**config.mk**
```make
export PLATFORM = sky130hd
export DESIGN_NAME = ttc_counter_events28
export DESIGN_NICKNAME = d
export VERILOG_FILES = /design/src/rtl/ttc_counter_events28.sv
export SDC_FILE = /design/constraint.sdc
export NUM_CORES = 1
export LEC_CHECK = 0
export BUFFER_PORTS_ARGS = -buffer_cell sky130_fd_sc_hd__buf_2
export CAP_MARGIN = 25
export CORE_ASPECT_RATIO = 1.25
export CORE_MARGIN = 2
export CORE_UTILIZATION = 40
export DETAILED_ROUTE_END_ITERATION = 10
export HOLD_SLACK_MARGIN = 0.02
export PLACE_DENSITY = 0.59
export SYNTH_ARGS = -nofsm -noshare
export SYNTH_HDL_FRONTEND = slang
export SYNTH_SLANG_ARGS = --single-unit
```
**constraint.sdc**
```tcl
create_clock -name pclk28 -period 3.6 [get_ports pclk28]
set_input_delay 0.72 -clock pclk28 [delete_from_list [all_inputs] [get_ports pclk28]]
set_output_delay 0.72 -clock pclk28 [all_outputs]
set_load 0.02 [all_outputs]
```
**src/rtl/ttc_counter_events28.sv**
```systemverilog
// Timer/counter event engine: prescaled up/down counter with interval, match and overflow
// event pulses, controlled through a small write-only register file.
module ttc_counter_events28 (
  input  logic        pclk28,
  input  logic        n_p_reset28,
  input  logic        wr_en28,
  input  logic [2:0]  reg_addr28,
  input  logic [15:0] pwdata28,
  output logic        interval_intr28,
  output logic [3:1]  match_intr28,
  output logic        overflow_intr28,
  output logic        restart28,
  output logic [15:0] count_val28,
  output logic [6:0]  ctrl_out28
);

  localparam int unsigned CNT_W = 16;
  localparam int unsigned PS_W  = 8;
  localparam logic [2:0] ADDR_CTRL   = 3'd0;
  localparam logic [2:0] ADDR_INTV   = 3'd1;
  localparam logic [2:0] ADDR_MATCH1 = 3'd2;
  localparam logic [2:0] ADDR_MATCH2 = 3'd3;
  localparam logic [2:0] ADDR_MATCH3 = 3'd4;
  localparam logic [CNT_W-1:0] CNT_MAX = {CNT_W{1'b1}};

  logic             count_en, interval_mode, decrement, match_en, prescale_en;
  logic [2:0]       prescale_exp;
  logic [CNT_W-1:0] interval, match1, match2, match3, count;
  logic [PS_W-1:0]  prescaler;

  logic             tick, restart_wr, int_hit, ovf_hit;
  logic [2:0]       match_hit;
  logic [PS_W-1:0]  ps_term, ps_next;
  logic [CNT_W-1:0] cnt_next;

  assign count_val28 = count;
  assign ctrl_out28  = {prescale_exp, prescale_en, match_en, decrement, interval_mode};

  // Tick generation, counter next value and event detection
  always_comb begin
    ps_term    = PS_W'(8'hFF >> (3'd7 - prescale_exp));
    ps_next    = prescaler;
    tick       = 1'b0;
    cnt_next   = count;
    int_hit    = 1'b0;
    ovf_hit    = 1'b0;
    match_hit  = 3'b000;
    restart_wr = wr_en28 && (reg_addr28 == ADDR_CTRL) && pwdata28[4];

    if (count_en) begin
      if (prescale_en) begin
        if (prescaler == ps_term) begin
          ps_next = '0;
          tick    = 1'b1;
        end else begin
          ps_next = prescaler + PS_W'(1);
        end
      end else begin
        tick = 1'b1;
      end
    end

    if (tick) begin
      if (!decrement) begin
        if (interval_mode && (count == interval)) begin
          cnt_next = '0;
          int_hit  = 1'b1;
        end else if (!interval_mode && (count == CNT_MAX)) begin
          cnt_next = '0;
          ovf_hit  = 1'b1;
        end else begin
          cnt_next = count + CNT_W'(1);
        end
      end else begin
        if (count == '0) begin
          cnt_next = interval_mode ? interval : CNT_MAX;
          int_hit  = interval_mode;
          ovf_hit  = !interval_mode;
        end else begin
          cnt_next = count - CNT_W'(1);
        end
      end
      match_hit = {3{match_en}} &
                  {cnt_next == match3, cnt_next == match2, cnt_next == match1};
    end

    // Restart wins over a coincident tick and uses the mode bits being written
    if (restart_wr) begin
      ps_next   = '0;
      int_hit   = 1'b0;
      ovf_hit   = 1'b0;
      match_hit = 3'b000;
      if (!pwdata28[2])     cnt_next = '0;
      else if (pwdata28[1]) cnt_next = interval;
      else                  cnt_next = CNT_MAX;
    end
  end

  always_ff @(posedge pclk28 or negedge n_p_reset28) begin
    if (!n_p_reset28) begin
      count_en        <= 1'b0;
      interval_mode   <= 1'b0;
      decrement       <= 1'b0;
      match_en        <= 1'b0;
      prescale_en     <= 1'b0;
      prescale_exp    <= 3'd0;
      interval        <= '0;
      match1          <= '0;
      match2          <= '0;
      match3          <= '0;
      count           <= '0;
      prescaler       <= '0;
      interval_intr28 <= 1'b0;
      match_intr28    <= 3'b000;
      overflow_intr28 <= 1'b0;
      restart28       <= 1'b0;
    end else begin
      count           <= cnt_next;
      prescaler       <= ps_next;
      interval_intr28 <= int_hit;
      match_intr28    <= match_hit;
      overflow_intr28 <= ovf_hit;
      restart28       <= restart_wr;
      if (wr_en28) begin
        case (reg_addr28)
          ADDR_CTRL: begin
            count_en      <= pwdata28[0];
            interval_mode <= pwdata28[1];
            decrement     <= pwdata28[2];
            match_en      <= pwdata28[3];
            prescale_en   <= pwdata28[5];
            prescale_exp  <= pwdata28[8:6];
          end
          ADDR_INTV:   interval <= pwdata28;
          ADDR_MATCH1: match1   <= pwdata28;
          ADDR_MATCH2: match2   <= pwdata28;
          ADDR_MATCH3: match3   <= pwdata28;
          default: ;
        endcase
      end
    end
  end

endmodule

```
-- Yosys cells after proc, flatten, opt, wreduce, memory -nomap -nowiden
Index checks and enable logic that the tools add are counted.
- output and inout port bits: 29
- register bits after elaboration: 102
- bits of input ports: 22
- shift-type cells: 1
- bitwise logic cells: 1
- muxes and demuxes: 30
- add/subtract/negate cells: 4
- equal/unequal tests: 10
- reduce and logical (&&, ||, !) cells: 16
- operators with widths (kind ; number):
    $mux W16 ; 10
    $eq A16 B16 Y1 ; 4
    $mux W8 ; 4
    $add A16 B1 Y16 const B ; 1
    $eq A16 B16 Y1 const B ; 1
    $logic_not A16 Y1 ; 1
    $sub A16 B1 Y16 const B ; 1
    $mux W1 ; 14
    $reduce_and A2 Y1 ; 6
    $add A8 B1 Y8 const B ; 1
    $eq A8 B8 Y1 ; 1
    $shr A8 B3 Y8 const A ; 1
    $eq A3 B2 Y1 const B ; 2
    $mux W3 ; 2
    $reduce_bool A2 Y1 ; 3
    $logic_and A1 B1 Y1 ; 4
    $and A3 B3 Y3 ; 1
    $eq A3 B1 Y1 const B ; 1
    $eq A3 B3 Y1 const B ; 1
    $logic_not A3 Y1 ; 1
    $sub A3 B3 Y3 const A ; 1
    $logic_not A1 Y1 ; 1

-- Longest topological paths before layout
- word-level depth: 11
- depth in mapped cells: 13
- mapped depth without buffers: 10

-- Least setup slack after synthesis
No wires, ideal clock.
- kind: flip-flop to flip-flop
- start: reg count[0], in the netlist count_val28[0]
- end: reg match_intr28[3] in the netlist's numbering
- stages on the path, launching flop included: 13
- path slack: 0.267 ns
- period minus slack after synthesis: 3.333 ns
- arrival time: 3.237 ns
- required time: 3.504 ns
- buffers on the path: 2
- cell sequence: dfrtp_1 clkbuf_1 inv_1 ha_1 nor3b_1 and4_1 clkbuf_2 nand2_1 o211ai_1 a21oi_1 a211o_1 or4_1 nor4_2
- longest elaborated chain between the ends: 10
- elaborated cells on any way between the ends: 16
- RTL lines (what ; line ; source):
    start, declared ; 28 ; logic [CNT_W-1:0] interval, match1, match2, match3, count;
    start signal, assigned ; 118 ; count <= cnt_next;
    branches (longest 4 deep; another with $add A16 B1 Y16) ; -- ;
    $mux W16 (*) ; 64 ; if (!decrement) begin
    $mux W16 (*) ; 63 ; if (tick) begin
    $eq A16 B16 Y1 (*) ; 84 ; {cnt_next == match3, cnt_next == match2, cnt_next == match1};
    $and A3 B3 Y3 (*) ; 83 ; match_hit = {3{match_en}} &
    $mux W3 (*) ; 63 ;
    $mux W3 (*) ; 88 ; if (restart_wr) begin
    via match_hit[2] ; 32 ; logic [2:0] match_hit;
    end signal, assigned ; 121 ; match_intr28 <= match_hit;
    end, declared ; 10 ; output logic [3:1] match_intr28,
Mark *: on every way through the listed nets, which the timed path passes. The select of a mux whose other input is x is not followed.
A chain may end at the register's enable or synchronous reset.

-- Worst setup path in the final report
- start: reg count[8], in the netlist count_val28[8]
- end: reg match_intr28[3] in the netlist's numbering
Same word-level chain as after synthesis.

==> impl_metrics.tcl <==
set metrics [dict create \
    status "completed" \
    slew_headroom 0.427 \
    grt_overflow 0 \
    layout_setup_ws_ns 0.170 \
    seqPwrFrac 0.331 \
    worst_slew_pin_slew_ns 0.860 \
    final_cells 947 \
    cts_buffers 9 \
    async_reset_ff_frac 1.00 \
    grtUsageTotal 0.253 \
    syn_area_um2 6510 \
    power-per-cell-area_nw_per_um2 781 \
    first_global_vias 5712 \
    routedWlPerCell_um 23.1 \
    yosysUniqueCellTypes 75 \
    route.detailed.drc 0 \
    yosysTopAreaCell "dfrtp_1" \
    cap_violations 0 \
    finalCriticalPeriod_ns 3.43 \
    intPower_uw 3250 \
    placement.io_buffers 50 \
    final_common_cell "dfrtp_1" \
    period_share 0.953 \
    start_util 0.405 \
    cts_tree "built" \
    dp.cells 931 \
    yosysSeqAreaShare 0.392 \
    setup.worst_path.start_class "register" \
    hold_path.class "in -> async" \
    io_pins 51 \
    fin_skew_ns 0.0112 \
    synth_flop_cell "dfrtp_1" \
    grt_max_degree 65 \
    drive_above_1_share 0.268 \
    synth_cells 671 \
    startpoint "count_val28[8]" \
    rsz0062_at_grt "no" \
    path_class "reg -> reg" \
    areaGrowthSynthToFinish_pct 15.1 \
    switching_power_uw 2600 \
    r2r-start "count_val28[8]" \
    clock_power_share 0.182 \
    syn_avg_cell_area_um2 9.70 \
    viasPerCell 5.99 \
    drt_pass1_iterations 5 \
    clock-sinks 102 \
    grt_pass1_wl_um 33600 \
    ys_seq_elements 102 \
    die_w_um 118 \
    final_cell_mix "dfrtp_1 (101), mux2_2 (62), buf_2 (49)" \
    hold-worst-slack_ns 0.461 \
    cp.arrival_ns 3.69 \
    detail-route-antenna-nets 0 \
    yosys-top-cells-area "dfrtp_1 (39%), mux2_2 (11%), xnor2_1 (4.7%)" \
    setup_viol 0 \
    clock_latency_ns 0.35 \
    slew_viol_final 0 \
    fillers 1546 \
    die_h_um 147 \
    netlist.area_leader.share 0.392 \
    path_max_fanout 10 \
    drtIter0Drc 414 \
    peakVddDrop_mv 0.321 \
    nets 751 \
    core_um2 16100 \
    hold_violations 0 \
    p_comb_frac 0.487 \
    setup_tns_ns 0 \
    htree_levels 3 \
    cts_root_buffer "clkbuf_16" \
    p_leak_uw 0.00303 \
    postRouteWirelength_um 21800 \
    n_antenna_cell 0 \
    rows 52 \
    synth_edf_count 0 \
    switching_share 0.444 \
    cp.required_ns 3.86 \
    place_hpwl_um 16500 \
    max_clock_freq_mhz 292 \
    worstSetupEndpointType "register" \
    cts_max_path_buffers 2 \
    dpl_worst_slack_ns 0.101 \
    antenna_found_initial 0 \
    dr_total_vias 5676 \
    path_clk_slew_ns 0.08 \
    routabilityCongestion 0.968 \
    hold_buffers 0 \
    die-area_um2 17300 \
    synth_nets 696 \
    ys_warn_count 0 \
]
synth_stat cells (6+ instances only):
library cell,number
a211oi_1,9
a21oi_1,31
a31oi_1,6
and2_1,6
buf_2,10
clkbuf_1,28
dfrtp_1,102
inv_1,16
mux2_2,62
mux2i_1,19
nand2_1,31
nand3_1,22
nand4_1,14
nand4b_1,6
nor2_1,36
nor3_1,13
nor4_1,11
o21ai_0,43
o22ai_1,7
or2_2,6
or3_1,12
or4_1,10
xnor2_1,35
xor2_1,34
flip-flops by register name (all words and copies together), names as in the netlist, 3 cells and up:
signal / count
prescaler: 8
match3: 16
match1: 16
match_intr28: 3
prescale_exp: 3
match2: 16
count_val28: 16
interval: 16
power groups by stage:
stage	sequential (uW)	combinational [uW]	clock, uW
3_5_place_dp	1950	2790	0
4_1_cts	1930	2810	1090
6_report	1940	2850	1060
2_1_floorplan	1780	1930	0
3_3_place_gp	1940	2800	0
5_1_grt	1980	3060	1120
worst max-delay path: stages (launching register included):
cell and delay [ns]:
dfrtp_2 0.52, xor2_1 0.23, or4_1 0.61, or4_1 0.51, or3_4 0.44, a31oi_1 0.18
o22ai_1 0.13, or4_1 0.47, nor4_2 0.23
per-stage QoR:
step           area [um2]  utilization  total power [uW]
6_report             7490        0.466              5850
5_1_grt              7490        0.466              6160
4_1_cts              7490        0.466              5820
3_5_place_dp         7170        0.446              4740
3_3_place_gp         7170        0.446              4740
2_1_floorplan        6510            -              3710
layout make-up:
class | count | area (um2) | area share
Tap cell | 216 | 270 | 0.0361
Timing Repair Buffer | 94 | 583 | 0.0778
Inverter | 17 | 63.8 | 0.00852
Sequential cell | 102 | 2550 | 0.341
Multi-Input combinational cell | 502 | 3710 | 0.495
Clock inverter | 5 | 81.3 | 0.0109
Clock buffer | 11 | 233 | 0.0311
routing by layer:
| metal | wire (um) | track usage |
|---|---|---|
| met3 | 1070 | 0.0387 |
| met1 | 9030 | 0.315 |
| met4 | 1240 | 0.146 |
| met2 | 10500 | 0.416 |
| met5 | 0 | 0 |
worst paths after layout:
path / slack, ns / end / depth (start not counted)
worst max register to register: 0.17 / match_intr28[3] / 8
worst max-delay path: 0.17 / match_intr28[3] / 8
min in group pclk28: 0.52 / match2[1] / 2
max in group asynchronous: 2.27 / match2[8] / 2
worst min-delay path: 0.46 / count_val28[13] / 1
worst min register to register: 0.52 / match2[1] / 2
cell families after synthesis:
logic type      share of synthesized area
buf+inv                            0.0459
fa+ha+maj                         0.00577
simple gates                        0.180
xor+xnor                           0.0928
compound gates                      0.147
mux                                 0.136
flops                               0.392
timing repair:
action                                  in CTS  in global routing
endpoints found under the setup margin       0                  2
setup buffers                                0                  0
gates resized for setup                      0                  2
Note: power is estimated with default switching activity, not from simulation.
